$ cat config.mk
export PLATFORM = sky130hd
export DESIGN_NAME = stack_seq_flat
export DESIGN_NICKNAME = d
export VERILOG_FILES = /design/src/rtl/stack_pkg.sv /design/src/rtl/stack_seq_if.sv /design/src/rtl/stack_seq.sv /design/src/flat_wrapper.sv
export SDC_FILE = /design/constraint.sdc
export NUM_CORES = 1
export LEC_CHECK = 0
export BUFFER_PORTS_ARGS = -buffer_cell sky130_fd_sc_hd__buf_2
export CAP_MARGIN = 20
export CORE_MARGIN = 1
export CORE_UTILIZATION = 50
export CTS_CLUSTER_SIZE = 10
export DETAILED_ROUTE_END_ITERATION = 10
export MAX_ROUTING_LAYER = met4
export PLACE_DENSITY_LB_ADDON = 0.15
export SYNTH_ARGS = -nofsm -noshare
export SYNTH_HDL_FRONTEND = slang
export SYNTH_SLANG_ARGS = --single-unit
$ cat constraint.sdc
create_clock -name CLK -period 2.7 [get_ports CLK]
set_input_delay 0.54 -clock CLK [delete_from_list [all_inputs] [get_ports CLK]]
set_output_delay 0.54 -clock CLK [all_outputs]
set_load 0.02 [all_outputs]
$ cat src/rtl/stack_pkg.sv
// Shared types and constants for the stack transfer sequencer.
package stack_pkg;

    typedef enum logic [2:0] {
        IDLE,
        PUSH,
        PULL,
        PULL_TAIL,
        FIN
    } state_t;

    localparam logic        OP_PUSH            = 1'b0;
    localparam logic        OP_PULL            = 1'b1;
    localparam logic [7:0]  DEFAULT_STACK_PAGE = 8'h01;
    localparam int unsigned CNT_W              = 2;

    // Select byte i of a {b2,b1,b0} word.
    function automatic logic [7:0] get_byte(input logic [23:0] d, input logic [CNT_W-1:0] i);
        case (i)
            2'd0:    get_byte = d[7:0];
            2'd1:    get_byte = d[15:8];
            default: get_byte = d[23:16];
        endcase
    endfunction

    // Replace byte i of a {b2,b1,b0} word.
    function automatic logic [23:0] put_byte(input logic [23:0] d, input logic [CNT_W-1:0] i,
                                             input logic [7:0] b);
        put_byte = d;
        case (i)
            2'd0:    put_byte[7:0]   = b;
            2'd1:    put_byte[15:8]  = b;
            default: put_byte[23:16] = b;
        endcase
    endfunction

endpackage

$ cat src/rtl/stack_seq_if.sv
// Request/memory bus of the stack sequencer. OVF exists only with STACK_OVF_EN.
interface stack_seq_if;
    import stack_pkg::*;

    logic             START;
    logic             OP;
    logic [CNT_W-1:0] COUNT;
    logic [7:0]       S_IN;
    logic [23:0]      PUSH_DATA;
    logic             READY;
    logic [7:0]       DIN;
    logic [15:0]      ADDR;
    logic [7:0]       DOUT;
    logic             RW;
    logic             BUSY;
    logic             DONE;
    logic [7:0]       S_OUT;
    logic             S_WE;
    logic [23:0]      PULL_DATA;
`ifdef STACK_OVF_EN
    logic             OVF;
`endif

    modport master (
        output START, OP, COUNT, S_IN, PUSH_DATA, READY, DIN,
        input  ADDR, DOUT, RW, BUSY, DONE, S_OUT, S_WE, PULL_DATA
`ifdef STACK_OVF_EN
        , input OVF
`endif
    );

    modport slave (
        input  START, OP, COUNT, S_IN, PUSH_DATA, READY, DIN,
        output ADDR, DOUT, RW, BUSY, DONE, S_OUT, S_WE, PULL_DATA
`ifdef STACK_OVF_EN
        , output OVF
`endif
    );

endinterface

$ cat src/rtl/stack_seq.sv
// Stack transfer sequencer: moves 1..3 bytes between registers and the stack page.
// Optional sticky wrap flag OVF is built when STACK_OVF_EN is defined.
module stack_seq
    import stack_pkg::*;
#(
    parameter logic [7:0] STACK_PAGE = DEFAULT_STACK_PAGE
) (
    input logic        CLK,
    input logic        RST,
    stack_seq_if.slave bus
);

    state_t           state_q, state_d;
    logic [7:0]       sp_q, sp_d;
    logic [CNT_W-1:0] cnt_q, cnt_d;      // bytes remaining (push) / addresses issued (pull)
    logic [CNT_W-1:0] count_q, count_d;
    logic [23:0]      push_q, push_d;
    logic [23:0]      pull_q, pull_d;
    logic [CNT_W-1:0] idx;
`ifdef STACK_OVF_EN
    logic             ovf_q, ovf_d;
`endif

    // State and datapath registers; reset aborts any transfer in flight.
    always_ff @(posedge CLK or posedge RST) begin
        if (RST) begin
            state_q <= IDLE;
            sp_q    <= '0;
            cnt_q   <= '0;
            count_q <= '0;
            push_q  <= '0;
            pull_q  <= '0;
`ifdef STACK_OVF_EN
            ovf_q   <= 1'b0;
`endif
        end else begin
            state_q <= state_d;
            sp_q    <= sp_d;
            cnt_q   <= cnt_d;
            count_q <= count_d;
            push_q  <= push_d;
            pull_q  <= pull_d;
`ifdef STACK_OVF_EN
            ovf_q   <= ovf_d;
`endif
        end
    end

    // Next-state, datapath update and bus outputs; READY low holds everything.
    always_comb begin
        state_d = state_q;
        sp_d    = sp_q;
        cnt_d   = cnt_q;
        count_d = count_q;
        push_d  = push_q;
        pull_d  = pull_q;
`ifdef STACK_OVF_EN
        ovf_d   = ovf_q;
`endif
        idx      = cnt_q - 2'd1;
        bus.ADDR = '0;
        bus.DOUT = '0;
        bus.RW   = 1'b1;
        bus.BUSY = (state_q != IDLE);
        bus.DONE = 1'b0;
        bus.S_WE = 1'b0;

        case (state_q)
            IDLE: begin
                if (bus.START) begin
                    sp_d    = bus.S_IN;
                    push_d  = bus.PUSH_DATA;
                    count_d = bus.COUNT;
                    cnt_d   = (bus.OP == OP_PUSH) ? bus.COUNT : '0;
`ifdef STACK_OVF_EN
                    ovf_d   = 1'b0;
`endif
                    if (bus.OP == OP_PULL) pull_d = '0;
                    if (bus.COUNT == '0)         state_d = FIN;
                    else if (bus.OP == OP_PUSH)  state_d = PUSH;
                    else                         state_d = PULL;
                end
            end
            PUSH: begin
                bus.ADDR = {STACK_PAGE, sp_q};
                bus.RW   = 1'b0;
                bus.DOUT = get_byte(push_q, idx);
                if (bus.READY) begin
                    sp_d  = sp_q - 8'd1;
                    cnt_d = cnt_q - 2'd1;
`ifdef STACK_OVF_EN
                    if (sp_q == 8'h00) ovf_d = 1'b1;
`endif
                    if (cnt_q == 2'd1) state_d = FIN;
                end
            end
            PULL: begin
                bus.ADDR = {STACK_PAGE, sp_q + 8'd1};
                if (bus.READY) begin
                    sp_d  = sp_q + 8'd1;
                    cnt_d = cnt_q + 2'd1;
`ifdef STACK_OVF_EN
                    if (sp_q == 8'hFF) ovf_d = 1'b1;
`endif
                    // DIN belongs to the address issued one accepted cycle earlier.
                    if (cnt_q != '0) pull_d = put_byte(pull_q, idx, bus.DIN);
                    if (cnt_q + 2'd1 == count_q) state_d = PULL_TAIL;
                end
            end
            PULL_TAIL: begin
                bus.ADDR = {STACK_PAGE, sp_q};
                if (bus.READY) begin
                    pull_d  = put_byte(pull_q, idx, bus.DIN);
                    state_d = FIN;
                end
            end
            FIN: begin
                bus.DONE = 1'b1;
                bus.S_WE = 1'b1;
                state_d  = IDLE;
            end
            default: state_d = IDLE;
        endcase
    end

    assign bus.S_OUT     = sp_q;
    assign bus.PULL_DATA = pull_q;
`ifdef STACK_OVF_EN
    assign bus.OVF       = ovf_q;
`endif

endmodule

$ cat src/flat_wrapper.sv
// flat-port wrapper written by rule: the top's interface ports become plain ports
module stack_seq_flat import stack_pkg::*;
#(
    parameter logic [7:0] STACK_PAGE = DEFAULT_STACK_PAGE
)
  (CLK, RST, bus_START, bus_OP, bus_COUNT, bus_S_IN, bus_PUSH_DATA, bus_READY, bus_DIN, bus_ADDR, bus_DOUT, bus_RW, bus_BUSY, bus_DONE, bus_S_OUT, bus_S_WE, bus_PULL_DATA);
  stack_seq_if bus_i ();
  input logic CLK;
  input logic RST;
  input wire logic [$bits(bus_i.START)-1:0] bus_START;
  input wire logic [$bits(bus_i.OP)-1:0] bus_OP;
  input wire logic [$bits(bus_i.COUNT)-1:0] bus_COUNT;
  input wire logic [$bits(bus_i.S_IN)-1:0] bus_S_IN;
  input wire logic [$bits(bus_i.PUSH_DATA)-1:0] bus_PUSH_DATA;
  input wire logic [$bits(bus_i.READY)-1:0] bus_READY;
  input wire logic [$bits(bus_i.DIN)-1:0] bus_DIN;
  output wire logic [$bits(bus_i.ADDR)-1:0] bus_ADDR;
  output wire logic [$bits(bus_i.DOUT)-1:0] bus_DOUT;
  output wire logic [$bits(bus_i.RW)-1:0] bus_RW;
  output wire logic [$bits(bus_i.BUSY)-1:0] bus_BUSY;
  output wire logic [$bits(bus_i.DONE)-1:0] bus_DONE;
  output wire logic [$bits(bus_i.S_OUT)-1:0] bus_S_OUT;
  output wire logic [$bits(bus_i.S_WE)-1:0] bus_S_WE;
  output wire logic [$bits(bus_i.PULL_DATA)-1:0] bus_PULL_DATA;
  assign bus_i.START = bus_START;
  assign bus_i.OP = bus_OP;
  assign bus_i.COUNT = bus_COUNT;
  assign bus_i.S_IN = bus_S_IN;
  assign bus_i.PUSH_DATA = bus_PUSH_DATA;
  assign bus_i.READY = bus_READY;
  assign bus_i.DIN = bus_DIN;
  assign bus_ADDR = bus_i.ADDR;
  assign bus_DOUT = bus_i.DOUT;
  assign bus_RW = bus_i.RW;
  assign bus_BUSY = bus_i.BUSY;
  assign bus_DONE = bus_i.DONE;
  assign bus_S_OUT = bus_i.S_OUT;
  assign bus_S_WE = bus_i.S_WE;
  assign bus_PULL_DATA = bus_i.PULL_DATA;
  stack_seq #(.STACK_PAGE(STACK_PAGE)) u_core (.CLK(CLK), .RST(RST), .bus(bus_i));
endmodule
== Yosys cells after proc, flatten, opt, wreduce, memory -nomap -nowiden ==
Index checks and enable logic that the tools add are counted.
Storage, ports and cells
  bits in registers: 63
  output and inout bits: 60
  bits of input ports: 47
Cells by class
  add/sub/neg operators: 4
  mux-type cells: 32
  reductions and logical operators: 13
  equality and inequality tests: 15
Operators by type and width (number)
  2-to-1 mux 24 bit: 5
  one-hot mux 24 bit (3 select lines): 1
  2-to-1 mux 8 bit: 7
  one-hot mux 8 bit (3 select lines): 1
  2-to-1 mux 3 bit: 7
  one-hot mux 9 bit (2 select lines): 1
  one-hot mux 8 bit (2 select lines): 1
  one-hot mux 3 bit (4 select lines): 1
  AND reduction 6 bit: 2
  2-to-1 mux 2 bit: 5
  inequality test 2 bit, second input constant: 5
  nonzero test 3 bit: 3
  adder 8 x 1 -> 8 bit, second input constant: 1
  subtractor 8 x 1 -> 8 bit, second input constant: 1
  equality test 3 x 2 -> 1 bit, second input constant: 2
  inequality test 2 x 1 -> 1 bit, second input constant: 3
  one-hot mux 2 bit (3 select lines): 1
  equality test 2 x 1 -> 1 bit, second input constant: 2
  logical NOT 2 bit: 2
  AND reduction 4 bit: 1
  OR reduction 2 bit: 2
  equality test 3 x 1 -> 1 bit, second input constant: 1
  equality test 3 bit, second input constant: 1
  logical NOT 3 bit: 1
  other kinds (6): 7

== Longest topological paths before layout ==
Gate-level depths: netlist of run 1.
  depth after elaboration: 7
  depth in mapped cells: 7
  gate-level depth less buffers: 6

== Worst setup path after synthesis of run 1 ==
Ideal clock, no wire load.
  path kind: register -> output
  start: register u_core.cnt_q[0]
  end: output port bus_DOUT[2]
  stages on the path, launching flop included: 7
  data arrival time: 1962 ps
  data required time: 2160 ps
  path slack: 198 ps
  cells stage by stage: dfrtp_1 > inv_1 > ha_1 > clkbuf_1 > clkbuf_1 > nor2_1 > a211oi_1
On the way
  cells in the longest elaborated chain, start to end: 4
  elaborated cells between the ends (all ways): 5
  classes of those cells: add/sub: 1; eq/ne: 1; mux: 2; reduce/logical: 1
RTL lines
  start: declaration: line stack_seq.sv:15  | logic [CNT_W-1:0] cnt_q, cnt_d;
  start signal: assignment: line stack_seq.sv:39  | cnt_q <= cnt_d;
  subtractor 2 x 1 -> 2 bit *: line stack_seq.sv:60  | idx = cnt_q - 2'd1;
  equality test 2 x 1 -> 1 bit / logical NOT 2 bit (equally long branches): line stack_pkg.sv:19  | case (i)
  one-hot mux 8 bit (2 select lines) *: line stack_pkg.sv:19
  2-to-1 mux 8 bit *: line stack_seq.sv:68  | case (state_q)
  end: declaration: line flat_wrapper.sv:18  | output wire logic [$bits(bus_i.DOUT)-1:0] bus_DOUT;
Mark *: on every way between the ends. The rest lies on a longest branch, timed or not.

== Worst setup path after layout of run 1 ==
  start: register u_core.state_q[2]
  end: output port bus_ADDR[5]
On the way
  cells in the longest elaborated chain, start to end: 3
  elaborated cells between the ends (all ways): 5
  classes of those cells: eq/ne: 3; mux: 1; reduce/logical: 1
RTL lines
  start: declaration: line stack_seq.sv:13  | state_t state_q, state_d;
  start signal: assignment: line stack_seq.sv:37  | state_q <= state_d;
  equality test 3 x 1 -> 1 bit / equality test 3 x 2 -> 1 bit (equally long branches): line stack_seq.sv:68
  OR reduction 2 bit (no line)
  one-hot mux 9 bit (2 select lines) *: line stack_seq.sv:68
  end: declaration: line flat_wrapper.sv:17  | output wire logic [$bits(bus_i.ADDR)-1:0] bus_ADDR;
Marked as above.

==> results.md, run 1 <==
- Top post-synthesis cells by area: dfrtp_1, mux2_2, o21ai_0, buf_4, a22oi_1
- Worst-margin pin slew: 0.697 ns
- Clock latency on the worst-skew pair: 0.34 ns
- Sequential Power Share: 30.5%
- Async SR Flop Fraction: 100%
- Net Sw Power: 0.00244 W
- RSZ-0062 raised after global routing: no
- Multi-input combinational cell area: 1760 µm²
- Seq/Total Area, Yosys: 44.6%
- Cells after Synth: 336
- Remaining DRCs: 0
- Clk buf depth: 2
- TritonCTS Buffers: 9
- Worst reg-to-reg path cell count: 6
- DR vias: 2,928
- Share of layout cells above drive strength 1: 43.1%
- Setup Crit Path Kind: reg -> out
- Synth Area in Compound Gates: 15.7%
- Root buffer cell: clkbuf_8
- Setup violators final: 0
- CP Launch Point: u_core.state_q[2]
- VDD IR-drop max: 616 µV
- Synth warnings: 0
- FF+latch area: 1580 µm²
- Post-Route M1 WL: 3950 µm
- #FFs+latches synth: 63
- GRT Util Overall: 24.0%
- Commonest non-fill, non-tap cell in the layout: buf_2
- Status: completed
- # nets final: 480
- Cell row count: 30
- Chip Width: 86.1 µm
- Vias per cell: 5.55
- Post-Synth Adder-Cell Area: 2.12%
- Clk_skew: 0.00899 ns
- XOR/XNOR Fraction of Synth Area: 0.990%
- Mapped Area: 3540 µm²
- Worst Setup EP: bus_ADDR[5]
- Wire per inst: 15.5 µm
- H-tree depth: 3
- Inserted Diodes: 0
- IO buf count: 99
- Area Overhead vs Synth: 22.3%
- DRT antenna net count: 0
- Synth area leader: dfrtp_1
- Fin. max-slew vios: 0
- Sink Count: 63
- Comb pwr share: 51.4%
- Worst min path class: in -> async
- Vias in the first global route: 2,721
- Placer Congestion: 0.896
- CTS clk-pin slew, worst paths: 0.07 ns
- Global-route wire length before repair: 13,200 µm
- Die ar.: 7420 µm²
- Reg-to-reg critical path endpoint: u_core.bus.S_OUT[4]
- Grt total ovfl: 0
- Antenna violations before repair: 0
- Reg2Reg Setup Slack: 0.56 ns
- Met2 WL: 3690 µm
- EDFF count, synth: 0
- Worst EP arrival: 2.03 ns
- Total Wirelength: 8210 µm
- Final period utilization: 95.0%
- Crit Path Max Fanout: 12
- Max transition margin: 53.4%
- Metal3 WL: 446 µm
- Cts hold-fix bufs: 0
- Final Hold Fails: 0
- Synth Area in Simple Gates: 13.3%
- FF-to-FF Start: u_core.state_q[1]
- Setup TNS: 0 ns
- DRT Pass-1 Iters: 5
- Post-CTS Setup Inserts: 0
- Leak: 2.09 nW
- Fin crit period: 2.57 ns
- Fmax: 390 MHz
- IO Pins: 107
- Detailed Route Iter0 Violations: 201
- Highest metal used: met4
- HPWL after DPL: 5760 µm
- Core footprint: 6830 µm²
- Sw Ratio: 42.5%
- Pwr Density: 1330 nW/µm²
- Most frequent cells in the layout: buf_2, dfrtp_1, mux2_2, o21ai_0, nor2_1
- Starting Density: 51.8%
- Total internal power: 0.00331 W
- Placed Instance Area: 4070 µm²
- Element type at the critical path end: primary output
- Avg Cell Area, Syn: 10.5 µm²
- Critical Path Start Type: flop
- Largest net degree at the start of global routing: 33
- Max_cap viols: 0
- Area share of the largest cell type after synthesis: 44.6%
- Clock power share: 18.1%
- Largest family of logic cells by synthesized area: multiplexers
- CTS tree: yes
- Filler Cell Count: 603
- Die Span Y: 86.1 µm
- Top FF cell, synth: dfrtp_1
- Synth cell types: 54
- Worst Path Required: 2.16 ns
- Design Area, Final: 4330 µm²
- Multiplexer area fraction after synthesis: 16.8%
==> per-stage QoR <==
stage	total power (W)	util [%]	hold WS, ns	worst slack [ns]	instances
floorplan	0.00394	-	0.475	0.198	342
global placement	0.00466	59.5	0.485	0.454	512
detailed placement	0.00471	59.5	0.491	0.357	512
CTS	0.00577	63.3	0.310	0.108	528
global route	0.00615	63.4	0.351	0.0203	528
finish	0.00575	63.4	0.299	0.134	528
==> critical path: stages (launching register included) <==
cell and delay [ns]:
dfrtp_1 0.50, or3b_1 0.58, a21oi_1 0.24, o21ai_0 0.09, o21ai_0 0.09, buf_2 0.18
==> synthesized netlist by cell type, drive strengths merged (3+ instances only) <==
master,n
nand2b,3
a22oi,10
ha,6
clkbuf,11
nor2,20
nand2,15
a21o,3
o211ai,3
and3,12
o21ai,24
mux2,51
or3,3
o22a,3
nor3b,5
dfrtp,63
buf,23
a211oi,8
a31oi,5
nand3,8
a21oi,11
nor3,3
inv,10
o32a,3
==> how the worst min path moves through the flow <==
stage / start / to / slack (ns)
CTS: RST / u_core.bus.PULL_DATA[1] / 0.31
global route: RST / u_core.bus.PULL_DATA[1] / 0.35
finish: RST / u_core.bus.PULL_DATA[9] / 0.30
floorplan: u_core.cnt_q[1] / u_core.cnt_q[1] / 0.48
global placement: u_core.bus.PULL_DATA[9] / u_core.bus.PULL_DATA[9] / 0.49
detailed placement: u_core.bus.PULL_DATA[21] / u_core.bus.PULL_DATA[21] / 0.49
==> routing by layer <==
layer  vias to the layer above  global-route usage, %
met5                         -                      -
met4                         0                   10.8
met3                        13                   5.20
met2                       100                   34.4
met1                      1421                   32.5
li1                       1394                      -
==> sequential cells by signal (all words and copies together), names as in the netlist <==
name                  count
u_core.count_q            2
u_core.state_q            3
u_core.cnt_q              2
u_core.bus.S_OUT          8
u_core.bus.PULL_DATA     24
u_core.push_q            24
==> power by group through the flow <==
stage	clock (W)	sequential (W)	combinational, W
4_1_cts	0.00106	0.00175	0.00296
2_1_floorplan	0	0.00183	0.00210
3_5_place_dp	0	0.00177	0.00294
6_report	0.00104	0.00175	0.00296
3_3_place_gp	0	0.00175	0.00291
5_1_grt	0.00110	0.00182	0.00322
==> what timing repair did <==
item	4_1_cts	5_1_grt
endpoints found under the setup margin	3	4
resized for setup	1	4
pin swaps	0	0
endpoints found under the hold margin	0	0
==> kinds of logic (layout without fill, tap and decap cells) <==
group	count (synthesis)	in the layout
and+or+nand+nor	84	84
muxes	53	53
xor gates and xnor gates	4	4
DFF	63	63
adders and majority gates	6	6
AOI/OAI and AO/OA	81	81
buffers and inverters	44	134
other	1	7
==> layout make-up <==
class,count,share of cell area (%)
inverter,10,0.867
sequential,63,36.5
clock inverter,5,2.40
multi-input combinational,235,40.7
clock buffer,11,3.50
tap,96,2.77
timing repair buffer,108,13.3
Power figures use the tool's default switching activity.
==> inputs of run 2 (changes only) <==
CORE_UTILIZATION = 37   (was 50)
==> run 2 against run 1 <==
  * Clock-buffer cell count down 1
  * Sequential share of layout area about the same
  * Via count up 1.1%
  * Wire length up 11%
  * Flip-flop and latch count unchanged
  * Sequential power about the same
  * Die area up 34%
  * Worst hold slack better by 0.12 ns
==> results.md, run 2 (synthesis gave the netlist of run 1 again) <==
- Status: completed
- Setup TNS: 0 ns
- Sequential Power Share: 30.6%
- Final period utilization: 93.0%
- Die ar.: 9960 µm²
- Met2 usage: 29.8%
- Detailed Route Iter0 Violations: 122
- GRT Util Overall: 19.4%
- Worst-margin pin slew: 0.812 ns
- Clock power share: 14.7%
- Wire per inst: 16.1 µm
- DRT antenna net count: 0
- Sink Count: 63
- Cts hold-fix bufs: 0
- CTS tree: yes
- Worst EP arrival: 1.97 ns
- Fin. max-slew vios: 0
- DRT Pass-1 Iters: 4
- Setup violators final: 0
- Largest net degree at the start of global routing: 64
- Net Sw Power: 0.00255 W
- Chip Width: 99.8 µm
- Final Hold Fails: 0
- Clock latency on the worst-skew pair: 0.35 ns
- Clk buf depth: 2
- Worst min path class: in -> async
- Met3 Use GR: 3.62%
- Vias per cell: 5.26
- Setup WS post-layout: 0.190 ns
- Comb pwr share: 54.7%
- Antenna violations before repair: 0
- Leak: 2.06 nW
- Worst Path Required: 2.16 ns
- Cell row count: 35
- Grt total ovfl: 0
- Fin crit period: 2.51 ns
- Area Overhead vs Synth: 22.3%
- Pwr Density: 1310 nW/µm²
- Max_cap viols: 0
- Die Span Y: 99.8 µm
- H-tree depth: 3
- Fmax: 398 MHz
- Element type at the critical path end: primary output
- TritonCTS Buffers: 9
- CTS clk-pin slew, worst paths: 0.08 ns
- Placer Congestion: 0.810
- HPWL after DPL: 6340 µm
- Total internal power: 0.00311 W
- RSZ-0062 raised after global routing: no
- Remaining DRCs: 0
- Inserted Diodes: 0
- Reg2Reg Setup Slack: 0.61 ns
- DR vias: 2,961
- Pre-CTS setup slack: 0.370 ns
- Root buffer cell: clkbuf_8
- Max transition margin: 45.9%
- IO buf count: 99
- Setup Crit Path Kind: reg -> out
- Most frequent cells in the layout: buf_2, dfrtp_1, mux2_2, o21ai_0, nor2_1
- Post-CTS Setup Inserts: 0
- VDD IR-drop max: 434 µV
- Starting Density: 38.3%
- # nets final: 482
- Commonest non-fill, non-tap cell in the layout: buf_2
- Global-route wire length before repair: 14,600 µm
- Finished Core Util: 46.8%
- IO Pins: 107
- Vias in the first global route: 2,863
- Critical Path Start Type: flop
- Sw Ratio: 45.0%
- Share of layout cells above drive strength 1: 42.9%
- Clk_skew: 0.0106 ns
- Crit Path Max Fanout: 9
- Core footprint: 9240 µm²
- GR peak layer: met2
- M1 GR Usage: 25.8%
- Total Wirelength: 9080 µm
==> run 2: cell types whose count changed in the layout (fill, tap and decap cells not counted), moves of 2 or more <==
cell / before / now
clkbuf_8: 11 / 9
clkinv_4: 1 / 3
bufinv_16: 3 / 1
buf_4: 8 / 11
ha_1: 5 / 3
clkinvlp_4: 0 / 2
==> run 2: routing by layer <==
| layer | part of all wire, % | wire length (µm) |
|---|---|---|
| met5 | 0 | 0 |
| met4 | 1.1 | 98 |
| met1 | 47 | 4300 |
| met3 | 5.7 | 514 |
| met2 | 46 | 4170 |
==> run 2: final timing paths <==
| path | start | endpoint | depth (start not counted) |
|---|---|---|---|
| worst max register to register | u_core.state_q[1] | u_core.bus.S_OUT[0] | 6 |
| min in group CLK | bus_PUSH_DATA[16] | u_core.push_q[16] | 2 |
| max in group asynchronous | RST | u_core.bus.S_OUT[0] | 3 |
| worst min-delay path | RST | u_core.bus.PULL_DATA[2] | 3 |
| worst min register to register | u_core.bus.PULL_DATA[6] | u_core.bus.PULL_DATA[6] | 1 |
| worst max-delay path | u_core.state_q[2] | bus_ADDR[5] | 5 |
==> run 2: final cells by class <==
type / count / area (µm²)
clock inverter: 6 / 71.3
timing repair buffer: 110 / 578
sequential: 63 / 1580
fill: 915 / 4910
tap: 129 / 161
clock buffer: 10 / 128
multi-input combinational: 235 / 1770
inverter: 10 / 37.5
==> run 2: power groups by stage <==
stage	clock (W)	sequential, W	combinational (W)
floorplan	0	0.00183	0.00210
global placement	0	0.00173	0.00304
detailed placement	0	0.00175	0.00306
CTS	0.000852	0.00173	0.00308
global route	0.000886	0.00180	0.00339
finish	0.000830	0.00173	0.00310
==> run 2: repair_timing <==
action | in CTS | in global routing
resized for setup | 1 | 4
endpoints found under the setup margin | 1 | 2
pin swaps | 0 | 0
==> run 2: critical path, stage by stage (launching register included) <==
cell and delay (ns):
dfrtp_1 0.46, or3b_1 0.56, a21oi_1 0.21, o21ai_0 0.09, o21ai_0 0.11, buf_2 0.20
==> run 2: through the flow <==
| stage | power (W) | instances | hold WS [ns] | area, µm² |
|---|---|---|---|---|
| after floorplan | 0.00394 | 342 | 0.475 | 3560 |
| after global placement | 0.00476 | 547 | 0.486 | 4110 |
| after detailed placement | 0.00481 | 547 | 0.494 | 4110 |
| after CTS | 0.00566 | 563 | 0.411 | 4310 |
| after global routing | 0.00608 | 563 | 0.415 | 4330 |
| final | 0.00566 | 563 | 0.419 | 4330 |
==> inputs of run 3 (changes only) <==
CAP_MARGIN = not set   (was 20)
CTS_BUF_LIST = sky130_fd_sc_hd__clkbuf_4 sky130_fd_sc_hd__clkbuf_8 sky130_fd_sc_hd__clkbuf_16   (was not set)
==> run 3 against run 2 <==
  * Via count is the same
  * Fmax is the same
  * Largest power group unchanged
  * Die area is the same
  * Wire length is the same
  * Clock skew is the same
  * Flip-flop and latch count is the same
  * Clock-buffer cell count is the same
  * Setup slack is the same
  * Core utilization is essentially flat
  * Sequential share of layout area is essentially flat
==> results.md, run 3 (synthesis gave the netlist of run 1 again) <==
- Die Span Y: 99.8 µm
- Worst EP arrival: 1.97 ns
- Fin. max-slew vios: 0
- Die ar.: 9960 µm²
- Vias in the first global route: 2,863
- TritonCTS Buffers: 9
- Chip Width: 99.8 µm
- Most frequent cells in the layout: buf_2, dfrtp_1, mux2_2, o21ai_0, nor2_1
- Remaining DRCs: 0
- IO Pins: 107
- Cell row count: 35
- GRT Util Overall: 19.4%
- Max transition margin: 45.9%
- Max stage delay on crit path: 0.56 ns
- CTS tree: yes
- Status: completed
- Filler Cell Count: 913
- Cts hold-fix bufs: 0
- FF-to-FF Start: u_core.state_q[1]
- Final period utilization: 93.0%
- Crit path cell chain: or3b_1 > a21oi_1 > o21ai_0 > o21ai_0 > buf_2
- Worst-margin pin slew: 0.812 ns
- Placer Congestion: 0.810
- IO buf count: 99
- CP Launch Point: u_core.state_q[2]
- Core footprint: 9240 µm²
- Detailed Route Iter0 Violations: 122
- Starting Density: 38.3%
- Worst min path class: in -> async
- Pwr Density: 1310 nW/µm²
- Clock latency on the worst-skew pair: 0.35 ns
- Post-CTS Setup Inserts: 0
- Total Wirelength: 9080 µm
- Root buffer cell: clkbuf_8
- Leak: 2.06 nW
- Max_cap viols: 0
- RSZ-0062 raised after global routing: no
- Wire per inst: 16.1 µm
- Worst reg-to-reg path cell count: 6
- Setup violators final: 0
- Clk_skew: 0.0106 ns
- Crit Path Max Fanout: 9
- Share of layout cells above drive strength 1: 43.1%
- Area Overhead vs Synth: 22.4%
- Setup TNS: 0 ns
- Grt total ovfl: 0
- Vias per cell: 5.26
- Pwr Total: 0.00567 W
- HPWL after DPL: 6340 µm
- Commonest non-fill, non-tap cell in the layout: buf_2
- Fmax: 398 MHz
- Largest net degree at the start of global routing: 64
- Reg-to-reg critical path endpoint: u_core.bus.S_OUT[0]
- Inserted Diodes: 0
- Setup Crit Path Kind: reg -> out
- Element type at the critical path end: primary output
- Global-route wire length before repair: 14,600 µm
- DRT Pass-1 Iters: 4
- # nets final: 482
- DR vias: 2,961
- Clk buf depth: 2
- VDD IR-drop max: 434 µV
- Fin crit period: 2.51 ns
- H-tree depth: 3
- DRT antenna net count: 0
- Critical Path Start Type: flop
- Final Hold Fails: 0
- Worst Path Required: 2.16 ns
- Most used cell, CP: o21ai_0
- Antenna violations before repair: 0
- CTS clk-pin slew, worst paths: 0.08 ns
- Worst Setup EP: bus_ADDR[5]
- Sink Count: 63
- Slowest stage cell, crit path: or3b_1
- Reg2Reg Setup Slack: 0.61 ns
==> run 3: cell count changes in the layout (fill, tap and decap cells not counted) <==
cell and change:
clkbuf_1 -1, clkbuf_4 +1
==> run 3: stage by stage <==
stage	utilization, %	setup slack [ns]	instances	hold WS [ns]	area, µm²
final	46.9	0.190	563	0.419	4330
after global routing	46.9	0.0429	563	0.415	4330
after CTS	46.7	0.125	563	0.411	4320
after detailed placement	44.5	0.370	547	0.494	4110
after global placement	44.5	0.469	547	0.486	4110
after floorplan	-	0.198	342	0.475	3560
==> run 3: worst min path at each step <==
stage	to	start	slack (ns)	cells past startpoint
final	u_core.bus.PULL_DATA[2]	RST	0.42	3
after global routing	u_core.push_q[2]	bus_PUSH_DATA[2]	0.41	2
after CTS	u_core.push_q[10]	bus_PUSH_DATA[10]	0.41	2
after detailed placement	u_core.bus.PULL_DATA[6]	u_core.bus.PULL_DATA[6]	0.49	1
after global placement	u_core.bus.PULL_DATA[2]	u_core.bus.PULL_DATA[2]	0.49	1
after floorplan	u_core.cnt_q[1]	u_core.cnt_q[1]	0.48	2
==> run 3: final cells by class <==
type,count,area [µm²],share of cell area (%)
Timing Repair Buffer,110,578,13.3
Multi-Input combinational cell,235,1770,41.0
Clock buffer,10,131,3.03
Inverter,10,37.5,0.867
Tap cell,129,161,3.73
Clock inverter,6,71.3,1.65
Sequential cell,63,1580,36.4
==> run 3: repair_timing <==
| item | CTS | global route |
|---|---|---|
| resized for setup | 1 | 4 |
| pin swaps | 0 | 0 |
| setup endpoints to repair | 1 | 2 |
==> run 3: per-layer routing <==
layer	wire, µm	part of all wire [%]	GRT usage [%]	up-vias
li1	-	-	-	1399
met1	4300	47	25.8	1458
met2	4170	46	29.8	92
met3	514	5.7	3.62	12
met4	98	1.1	6.79	0
met5	0	0	-	-
==> run 3: critical path, delay by kind of cell, from the launching register on <==
family | cells | cell delay (ns)
flops | 1 | 0.46
compound gates | 3 | 0.41
simple gates | 1 | 0.56
buf+inv | 1 | 0.20
==> run 3: power by group <==
part,switching [W],leakage [nW],internal (W)
sequential,0.000358,0.783,0.00138
combinational,0.00179,1.18,0.00131
clock,0.000399,0.0961,0.000441
